==> config.mk <==
export PLATFORM = sky130hd
export DESIGN_NAME = alu_cmd_ctrl_flat
export DESIGN_NICKNAME = d
export VERILOG_FILES = /design/src/rtl/alu_ctrl_pkg.sv /design/src/rtl/alu_cmd_ctrl_if.sv /design/src/rtl/alu_cmd_ctrl.sv /design/src/flat_wrapper.sv
export SDC_FILE = /design/constraint.sdc
export NUM_CORES = 1
export LEC_CHECK = 0
export ABC_AREA = 1
export CORE_ASPECT_RATIO = 1.25
export CORE_UTILIZATION = 49
export DETAILED_ROUTE_END_ITERATION = 12
export PLACE_DENSITY = 0.84
export SYNTH_ARGS = -nofsm -noshare
export SYNTH_HDL_FRONTEND = slang
export SYNTH_SLANG_ARGS = --single-unit
export TNS_END_PERCENT = 5
==> constraint.sdc <==
create_clock -name clk -period 2 [get_ports clk]
set_input_delay 0.4 -clock clk [delete_from_list [all_inputs] [get_ports clk]]
set_output_delay 0.4 -clock clk [all_outputs]
set_load 0.05 [all_outputs]
==> src/rtl/alu_ctrl_pkg.sv <==
// Shared types and constants for the ALU command controller: FSM state
// encoding, frame command bytes and the error response byte.
package alu_ctrl_pkg;

  localparam int unsigned FUN_W  = 4;
  localparam int unsigned BYTE_W = 8;

  localparam logic [BYTE_W-1:0] CMD_OP    = 8'hCC;
  localparam logic [BYTE_W-1:0] CMD_REUSE = 8'hDD;
  localparam logic [BYTE_W-1:0] ERR_BYTE  = 8'hEE;

  typedef enum logic [2:0] {
    IDLE     = 3'd0,
    GET_A    = 3'd1,
    GET_B    = 3'd2,
    GET_FUN  = 3'd3,
    ALU_REQ  = 3'd4,
    ALU_WAIT = 3'd5,
    SEND     = 3'd6
  } state_e;

  // Frame-collection states accept bytes; everything else is busy.
  function automatic logic is_busy(input state_e s);
    return !(s inside {IDLE, GET_A, GET_B, GET_FUN});
  endfunction

endpackage

==> src/rtl/alu_cmd_ctrl_if.sv <==
// Bundle of the RX byte stream, ALU request/response and TX handshake
// signals seen by the ALU command controller.
interface alu_cmd_ctrl_if #(
  parameter int unsigned dataWidth = 8
);
  import alu_ctrl_pkg::*;

  logic [dataWidth-1:0] rx_data;
  logic                 rx_valid;
  logic [dataWidth-1:0] alu_a;
  logic [dataWidth-1:0] alu_b;
  logic [FUN_W-1:0]     alu_fun;
  logic                 alu_en;
  logic [dataWidth-1:0] alu_res;
  logic                 alu_valid;
  logic [dataWidth-1:0] tx_data;
  logic                 tx_valid;
  logic                 tx_ready;
  logic                 busy;
  logic                 overrun;

  modport master (
    input  rx_data, rx_valid, alu_res, alu_valid, tx_ready,
    output alu_a, alu_b, alu_fun, alu_en, tx_data, tx_valid, busy, overrun
  );

  modport slave (
    output rx_data, rx_valid, alu_res, alu_valid, tx_ready,
    input  alu_a, alu_b, alu_fun, alu_en, tx_data, tx_valid, busy, overrun
  );

endinterface

==> src/rtl/alu_cmd_ctrl.sv <==
// Parses CC/DD command frames into ALU requests and returns the result over a
// valid/ready handshake. Define ALU_CMD_ERR_RESP_EN to emit ERR_BYTE on errors.
module alu_cmd_ctrl
  import alu_ctrl_pkg::*;
#(
  parameter int unsigned dataWidth = 8,
  parameter int unsigned TIMEOUT   = 4
) (
  input  logic           clk,
  input  logic           rst,
  alu_cmd_ctrl_if.master bus
);

  localparam int unsigned DW    = dataWidth;
  localparam int unsigned TMO_W = $clog2(TIMEOUT + 1);

  state_e            state_q, state_d;
  logic [DW-1:0]     a_q, a_d, b_q, b_d;
  logic [FUN_W-1:0]  fun_q, fun_d;
  logic [DW-1:0]     tx_data_q, tx_data_d;
  logic              tx_valid_q, tx_valid_d;
  logic              alu_en_q, alu_en_d;
  logic              busy_q, busy_d;
  logic              overrun_q, overrun_d;
  logic [TMO_W-1:0]  tmo_q, tmo_d;

  // Next-state and output decode; outputs are derived from state_d so they
  // register in the same cycle the state is entered.
  always_comb begin
    state_d   = state_q;
    a_d       = a_q;
    b_d       = b_q;
    fun_d     = fun_q;
    tx_data_d = tx_data_q;
    tmo_d     = tmo_q;

    case (state_q)
      IDLE: begin
        if (bus.rx_valid) begin
          if (bus.rx_data == DW'(CMD_OP)) begin
            state_d = GET_A;
          end else if (bus.rx_data == DW'(CMD_REUSE)) begin
            state_d = GET_FUN;
          end else begin
`ifdef ALU_CMD_ERR_RESP_EN
            tx_data_d = DW'(ERR_BYTE);
            state_d   = SEND;
`else
            state_d   = IDLE;
`endif
          end
        end
      end
      GET_A: begin
        if (bus.rx_valid) begin
          a_d     = bus.rx_data;
          state_d = GET_B;
        end
      end
      GET_B: begin
        if (bus.rx_valid) begin
          b_d     = bus.rx_data;
          state_d = GET_FUN;
        end
      end
      GET_FUN: begin
        if (bus.rx_valid) begin
          fun_d   = bus.rx_data[FUN_W-1:0];
          state_d = ALU_REQ;
        end
      end
      ALU_REQ: begin
        tmo_d   = '0;
        state_d = ALU_WAIT;
      end
      ALU_WAIT: begin
        if (bus.alu_valid) begin
          tx_data_d = bus.alu_res;
          tmo_d     = '0;
          state_d   = SEND;
        end else if (tmo_q == TMO_W'(TIMEOUT - 1)) begin
          tmo_d     = '0;
`ifdef ALU_CMD_ERR_RESP_EN
          tx_data_d = DW'(ERR_BYTE);
          state_d   = SEND;
`else
          state_d   = IDLE;
`endif
        end else begin
          tmo_d = tmo_q + TMO_W'(1);
        end
      end
      SEND: begin
        if (bus.tx_ready) begin
          state_d = IDLE;
        end
      end
      default: state_d = IDLE;
    endcase

    alu_en_d   = (state_d == ALU_REQ);
    tx_valid_d = (state_d == SEND);
    busy_d     = is_busy(state_d);
    overrun_d  = bus.rx_valid && is_busy(state_q);
  end

  always_ff @(posedge clk or posedge rst) begin
    if (rst) begin
      state_q    <= IDLE;
      a_q        <= '0;
      b_q        <= '0;
      fun_q      <= '0;
      tx_data_q  <= '0;
      tx_valid_q <= 1'b0;
      alu_en_q   <= 1'b0;
      busy_q     <= 1'b0;
      overrun_q  <= 1'b0;
      tmo_q      <= '0;
    end else begin
      state_q    <= state_d;
      a_q        <= a_d;
      b_q        <= b_d;
      fun_q      <= fun_d;
      tx_data_q  <= tx_data_d;
      tx_valid_q <= tx_valid_d;
      alu_en_q   <= alu_en_d;
      busy_q     <= busy_d;
      overrun_q  <= overrun_d;
      tmo_q      <= tmo_d;
    end
  end

  assign bus.alu_a    = a_q;
  assign bus.alu_b    = b_q;
  assign bus.alu_fun  = fun_q;
  assign bus.alu_en   = alu_en_q;
  assign bus.tx_data  = tx_data_q;
  assign bus.tx_valid = tx_valid_q;
  assign bus.busy     = busy_q;
  assign bus.overrun  = overrun_q;

endmodule

==> src/flat_wrapper.sv <==
// flat-port wrapper written by rule: the top's interface ports become plain ports
module alu_cmd_ctrl_flat import alu_ctrl_pkg::*;
#(
  parameter int unsigned dataWidth = 8,
  parameter int unsigned TIMEOUT   = 4
)
  (clk, rst, bus_rx_data, bus_rx_valid, bus_alu_res, bus_alu_valid, bus_tx_ready, bus_alu_a, bus_alu_b, bus_alu_fun, bus_alu_en, bus_tx_data, bus_tx_valid, bus_busy, bus_overrun);
  alu_cmd_ctrl_if #(.dataWidth(dataWidth)) bus_i ();
  input  logic clk;
  input  logic rst;
  input wire logic [$bits(bus_i.rx_data)-1:0] bus_rx_data;
  input wire logic [$bits(bus_i.rx_valid)-1:0] bus_rx_valid;
  input wire logic [$bits(bus_i.alu_res)-1:0] bus_alu_res;
  input wire logic [$bits(bus_i.alu_valid)-1:0] bus_alu_valid;
  input wire logic [$bits(bus_i.tx_ready)-1:0] bus_tx_ready;
  output wire logic [$bits(bus_i.alu_a)-1:0] bus_alu_a;
  output wire logic [$bits(bus_i.alu_b)-1:0] bus_alu_b;
  output wire logic [$bits(bus_i.alu_fun)-1:0] bus_alu_fun;
  output wire logic [$bits(bus_i.alu_en)-1:0] bus_alu_en;
  output wire logic [$bits(bus_i.tx_data)-1:0] bus_tx_data;
  output wire logic [$bits(bus_i.tx_valid)-1:0] bus_tx_valid;
  output wire logic [$bits(bus_i.busy)-1:0] bus_busy;
  output wire logic [$bits(bus_i.overrun)-1:0] bus_overrun;
  assign bus_i.rx_data = bus_rx_data;
  assign bus_i.rx_valid = bus_rx_valid;
  assign bus_i.alu_res = bus_alu_res;
  assign bus_i.alu_valid = bus_alu_valid;
  assign bus_i.tx_ready = bus_tx_ready;
  assign bus_alu_a = bus_i.alu_a;
  assign bus_alu_b = bus_i.alu_b;
  assign bus_alu_fun = bus_i.alu_fun;
  assign bus_alu_en = bus_i.alu_en;
  assign bus_tx_data = bus_i.tx_data;
  assign bus_tx_valid = bus_i.tx_valid;
  assign bus_busy = bus_i.busy;
  assign bus_overrun = bus_i.overrun;
  alu_cmd_ctrl #(.dataWidth(dataWidth), .TIMEOUT(TIMEOUT)) u_core (.clk(clk), .rst(rst), .bus(bus_i));
endmodule
# After elaboration in Yosys (flattened, before gate mapping)
# Cells that the tools add are included.
word_totals:
  regBits: 38
  latch_bits: 0
  mem_bits_rw: 0
  rom_bits: 0
  input_bits: 21
  out_inout_bits: 32
  elab_cells: 50
  mem_count: 0
classes:
  addsub: 1
  mul: 0
  div_mod_pow: 0
  magnitude_cmp: 0
  eq_ne: 14
  n_shift: 0
  muxes: 13
  bitwise: 0
  reduce_logical: 12
op_table:
  columns: ["op", "count"]
  rows:
  - ["two-way mux 3 bit", 10]
  - ["case mux 3 bit (7 select lines)", 1]
  - ["== test 8 bit (second input constant)", 2]
  - ["== test 3 x 2 -> 1 bit (second input constant)", 5]
  - ["== test 3 bit (second input constant)", 5]
  - ["AND reduction 2 bit", 4]
  - ["nonzero test 4 bit", 2]
  - ["== test 3 x 1 -> 1 bit (second input constant)", 2]
  - ["logical NOT 3 bit", 2]
  - ["case mux 3 bit (2 select lines)", 1]
  - ["adder 3 x 1 -> 3 bit (second input constant)", 1]
  - ["logical NOT 1 bit", 2]
  - ["two-way mux 2 bit", 1]
  - ["nonzero test 2 bit", 1]
  - ["logical AND 1 bit", 1]

# Logic depth before layout (Yosys ltp)
logic_depth:
  word_depth: 8
  depth_mapped: 7

# Worst setup path after synthesis
# Ideal clock, no wire load.
synth_path:
  path_kind: "reg2reg"
  start: "register u_core.state_q[2]"
  end: "register u_core.b_q[0] (netlist: u_core.bus.alu_b[0])"
  setup_time_ns: 0.120
  t_arrival_ns: 1.091
  t_required_ns: 1.880
  path_slack_ns: 0.789
  path_stages_with_launch: 7
  period_less_slack_ns: 1.211
  path_cell_list: "dfrtp_1 -> buf_6 -> nor3_2 -> nand2_2 -> buf_6 -> nand2_1 -> o21ai_2"
synth_between:
  elab_chain_cells: 2
synth_rtl:
  columns: ["item", "line", "text"]
  rows:
  - ["start, declared", "alu_cmd_ctrl.sv:17", "state_e state_q, state_d;"]
  - ["start signal, assigned", "alu_cmd_ctrl.sv:120", "state_q <= state_d;"]
  - ["== test 3 x 2 -> 1 bit", "alu_cmd_ctrl.sv:37", "case (state_q)"]
  - ["AND reduction 2 bit (no source line)", null, null]
  - ["end signal, assigned", "alu_cmd_ctrl.sv:111", "b_q <= '0;"]
  - ["end signal, assigned", "alu_cmd_ctrl.sv:122", "b_q <= b_d;"]
  - ["end, declared", "alu_cmd_ctrl.sv:18", "logic [DW-1:0] a_q, a_d, b_q, b_d;"]
# Every way passes these cells.
# A chain may end at the register's enable or synchronous reset.

# Worst setup path in the final report
layout_path:
  start: "register u_core.fun_q[2] (netlist: u_core.bus.alu_fun[2])"
  end: "output port bus_alu_fun[2]"
layout_lines:
  columns: ["item", "line", "text"]
  rows:
  - ["start, declared", "alu_cmd_ctrl.sv:19", "logic [FUN_W-1:0] fun_q, fun_d;"]
  - ["start signal, assigned", "alu_cmd_ctrl.sv:123", "fun_q <= fun_d;"]
  - ["end, declared", "flat_wrapper.sv:18", "output wire logic [$bits(bus_i.alu_fun)-1:0] bus_alu_fun;"]
# No word-level cell between the ends.

==> impl_metrics.tcl <==
set metrics [dict create \
    status "complete, no violations" \
    fin_crit_ns 1.86 \
    worst_setup_path_start_kind "flop" \
    clockBufferDepth 2 \
    p_leak_nw 1.12 \
    holdBufCountCts 0 \
    worst_pin_slew_ns 0.524 \
    row_count 23 \
    antenna_found_initial 0 \
    final.setup.tns_ns 0 \
    grt-ovfl-total 0 \
    hold_path_end "u_core.bus.tx_data[5]" \
    cp_num_buf_inv 1 \
    placed_cells 265 \
    grt_first_pass_wirelength_um 5220 \
    relSlewSlack_pct 65.0 \
    drive_above_1_share_pct 15.7 \
    ys_ff_latch 38 \
    maxCapViolCount 0 \
    hold_viol 0 \
    n_antenna_cell 0 \
    slowest_stage "clkdlybuf4s50_1" \
    via_per_inst 4.89 \
    slowest_delay_ns 0.80 \
    post_cts_buffers 0 \
    rr_endpoint "u_core.bus.tx_data[3]" \
    finalCritPeriodShare_pct 93.0 \
    cts_root_buf "clkbuf_8" \
    firstDrtPassIters 4 \
    clk_latency_ns 0.28 \
    grt_max_degree 39 \
    hp-start "u_core.bus.tx_data[5]" \
    place_hpwl_um 2410 \
    antenna_left 0 \
    die_w_um 54.6 \
    r2r_slack_ns 0.62 \
    critPathMaxFanout 2 \
    worstPathRequired_ns 1.60 \
    avgSynthCellArea_um2 9.42 \
    cp_cell_sequence "clkdlybuf4s50_1" \
    nets 257 \
    ys_types 23 \
    yosys.cell_count.top_type "nand2_1" \
    grt_pass1_vias 1234 \
    wl_per_cell_um 11.8 \
    vias 1336 \
    place_ws_ns 0.224 \
    slew_viol_final 0 \
    start_util_pct 52.1 \
    fin_worst_skew_ns 0.00394 \
    path_clk_slew_ns 0.07 \
    layoutNonFillerInstCount 273 \
    cp_top_family "buffers and inverters" \
    syn2layout_area_growth_pct 36.2 \
    portBuffers 52 \
    grt_use_total_pct 20.2 \
    p_total_mw 3.99 \
    htreeDepth 2 \
    reg2regPathDepth 5 \
    ctsResizeCount 0 \
    setup_ws_ns 0.140 \
    synth_nets 202 \
    post-route-drc-count 0 \
    synth_area_leader_cell "dfrtp_1" \
    ys.flop_type "dfrtp_1" \
    syn_area_um2 1700 \
    synth-async-reset-ratio_pct 100 \
    die_h_um 67.8 \
    cp.arrival_ns 1.46 \
    cts_tree "built" \
    synth-edff-count 0 \
    die_area_um2 3700 \
    drt-total-wl_um 3230 \
    synthTopCellsByCount "nand2_1, dfrtp_1, o21ai_2" \
    hold_path_class "reg2reg" \
    syn-instance-count 180 \
    setup_viol_count_final 0 \
    synth_seq_area_share_pct 56.1 \
    cts_made_buffers 5 \
    initialDrtViolationCount 20 \
    powerDensity_nw_per_um2 1730 \
    timing.hold.ws_ns 0.480 \
    ir_drop_mv 1.16 \
    r2r-start "u_core.state_q[2]" \
    rsz0062_at_grt "no" \
    hold-path-cell-count 2 \
    gp_routability_congestion 0.782 \
    numClockSinks 38 \
    crit_type "reg2out" \
    max_freq_mhz 538 \
    synth_area_leaders "dfrtp_1, nand2_1, o21ai_2, nand3_1, inv_1" \
    core_area_um2 3250 \
    ys_warn_count 0 \
    pin_count 53 \
    yosys.area.top_type_share_pct 56.1 \
    cp-end-kind "output pin" \
]
registers in the layout, indices dropped and copies added (netlist names):
| signal | flops |
|---|---|
| u_core.bus.alu_a | 8 |
| u_core.bus.alu_b | 8 |
| u_core.bus.alu_en | 1 |
| u_core.bus.alu_fun | 4 |
| u_core.bus.busy | 1 |
| u_core.bus.overrun | 1 |
| u_core.bus.tx_data | 8 |
| u_core.bus.tx_valid | 1 |
| u_core.state_q | 3 |
| u_core.tmo_q | 3 |
per-layer routing:
metal	GRT usage (%)	vias up	share of wire, %
li1	-	691	-
met1	23.0	596	44
met2	34.2	43	49
met3	5.86	6	5.2
met4	8.65	0	1.8
met5	0	-	0
area by class of cell:
cell class,count,area [um2]
timing repair buffer,54,536
sequential,38,951
tap,37,46.3
clock inverter,1,5.00
clock buffer,7,86.3
fill,260,943
multi-input combinational,117,613
inverter,19,71.3
logic make-up (layout without fill, tap and decap cells):
group	Yosys count	in the layout	share of synthesized area, %
flops	38	38	56.1
buf+inv	25	81	7.75
fa+ha+maj	1	1	0.738
compound gates	27	27	12.3
simple gates	89	89	23.2
through the flow:
| stage | area (um2) | utilization, % |
|---|---|---|
| 2_1_floorplan | 1700 | - |
| 3_3_place_gp | 2220 | 68.2 |
| 3_5_place_dp | 2220 | 68.2 |
| 4_1_cts | 2310 | 71.0 |
| 5_1_grt | 2310 | 71.0 |
| 6_report | 2310 | 71.0 |
power by group:
| group | switching [mW] | internal [mW] | total (mW) |
|---|---|---|---|
| clock network | 0.254 | 0.278 | 0.532 |
| registers | 0.196 | 1.08 | 1.28 |
| logic | 1.46 | 0.725 | 2.19 |
cells in the final DEF (no fill, tap or decap):
master            n
o21ai_0           2
clkinv_2          1
inv_1            16
inv_2             3
a21oi_1           1
nand2_1          56
a21boi_0          1
nor2_2            1
nand4_1           3
o21a_1            1
o21ai_2          17
nand3_1          15
dfrtp_1          38
a21oi_2           1
nand3b_1          1
o21ai_1           4
nor2_4            1
nor3_2            1
nor2_1            5
nor3_1            2
clkbuf_1          1
clkdlybuf4s50_1  52
nand2_2           4
buf_4             2
clkbuf_8          6
ha_1              1
how the worst max path moves through the flow:
stage | from | endpoint | slack, ns | depth (start not counted)
after global routing | u_core.bus.alu_b[4] | bus_alu_b[4] | 0.09 | 1
after floorplan | rst | u_core.bus.alu_a[0] | 0.74 | 1
final | u_core.bus.alu_fun[2] | bus_alu_fun[2] | 0.14 | 1
after detailed placement | bus_rx_valid | u_core.bus.alu_a[7] | 0.22 | 6
after global placement | bus_rx_valid | u_core.bus.alu_a[5] | 0.28 | 6
after CTS | u_core.bus.alu_a[0] | bus_alu_a[0] | 0.13 | 1
Note: power is estimated with default switching activity, not from simulation.
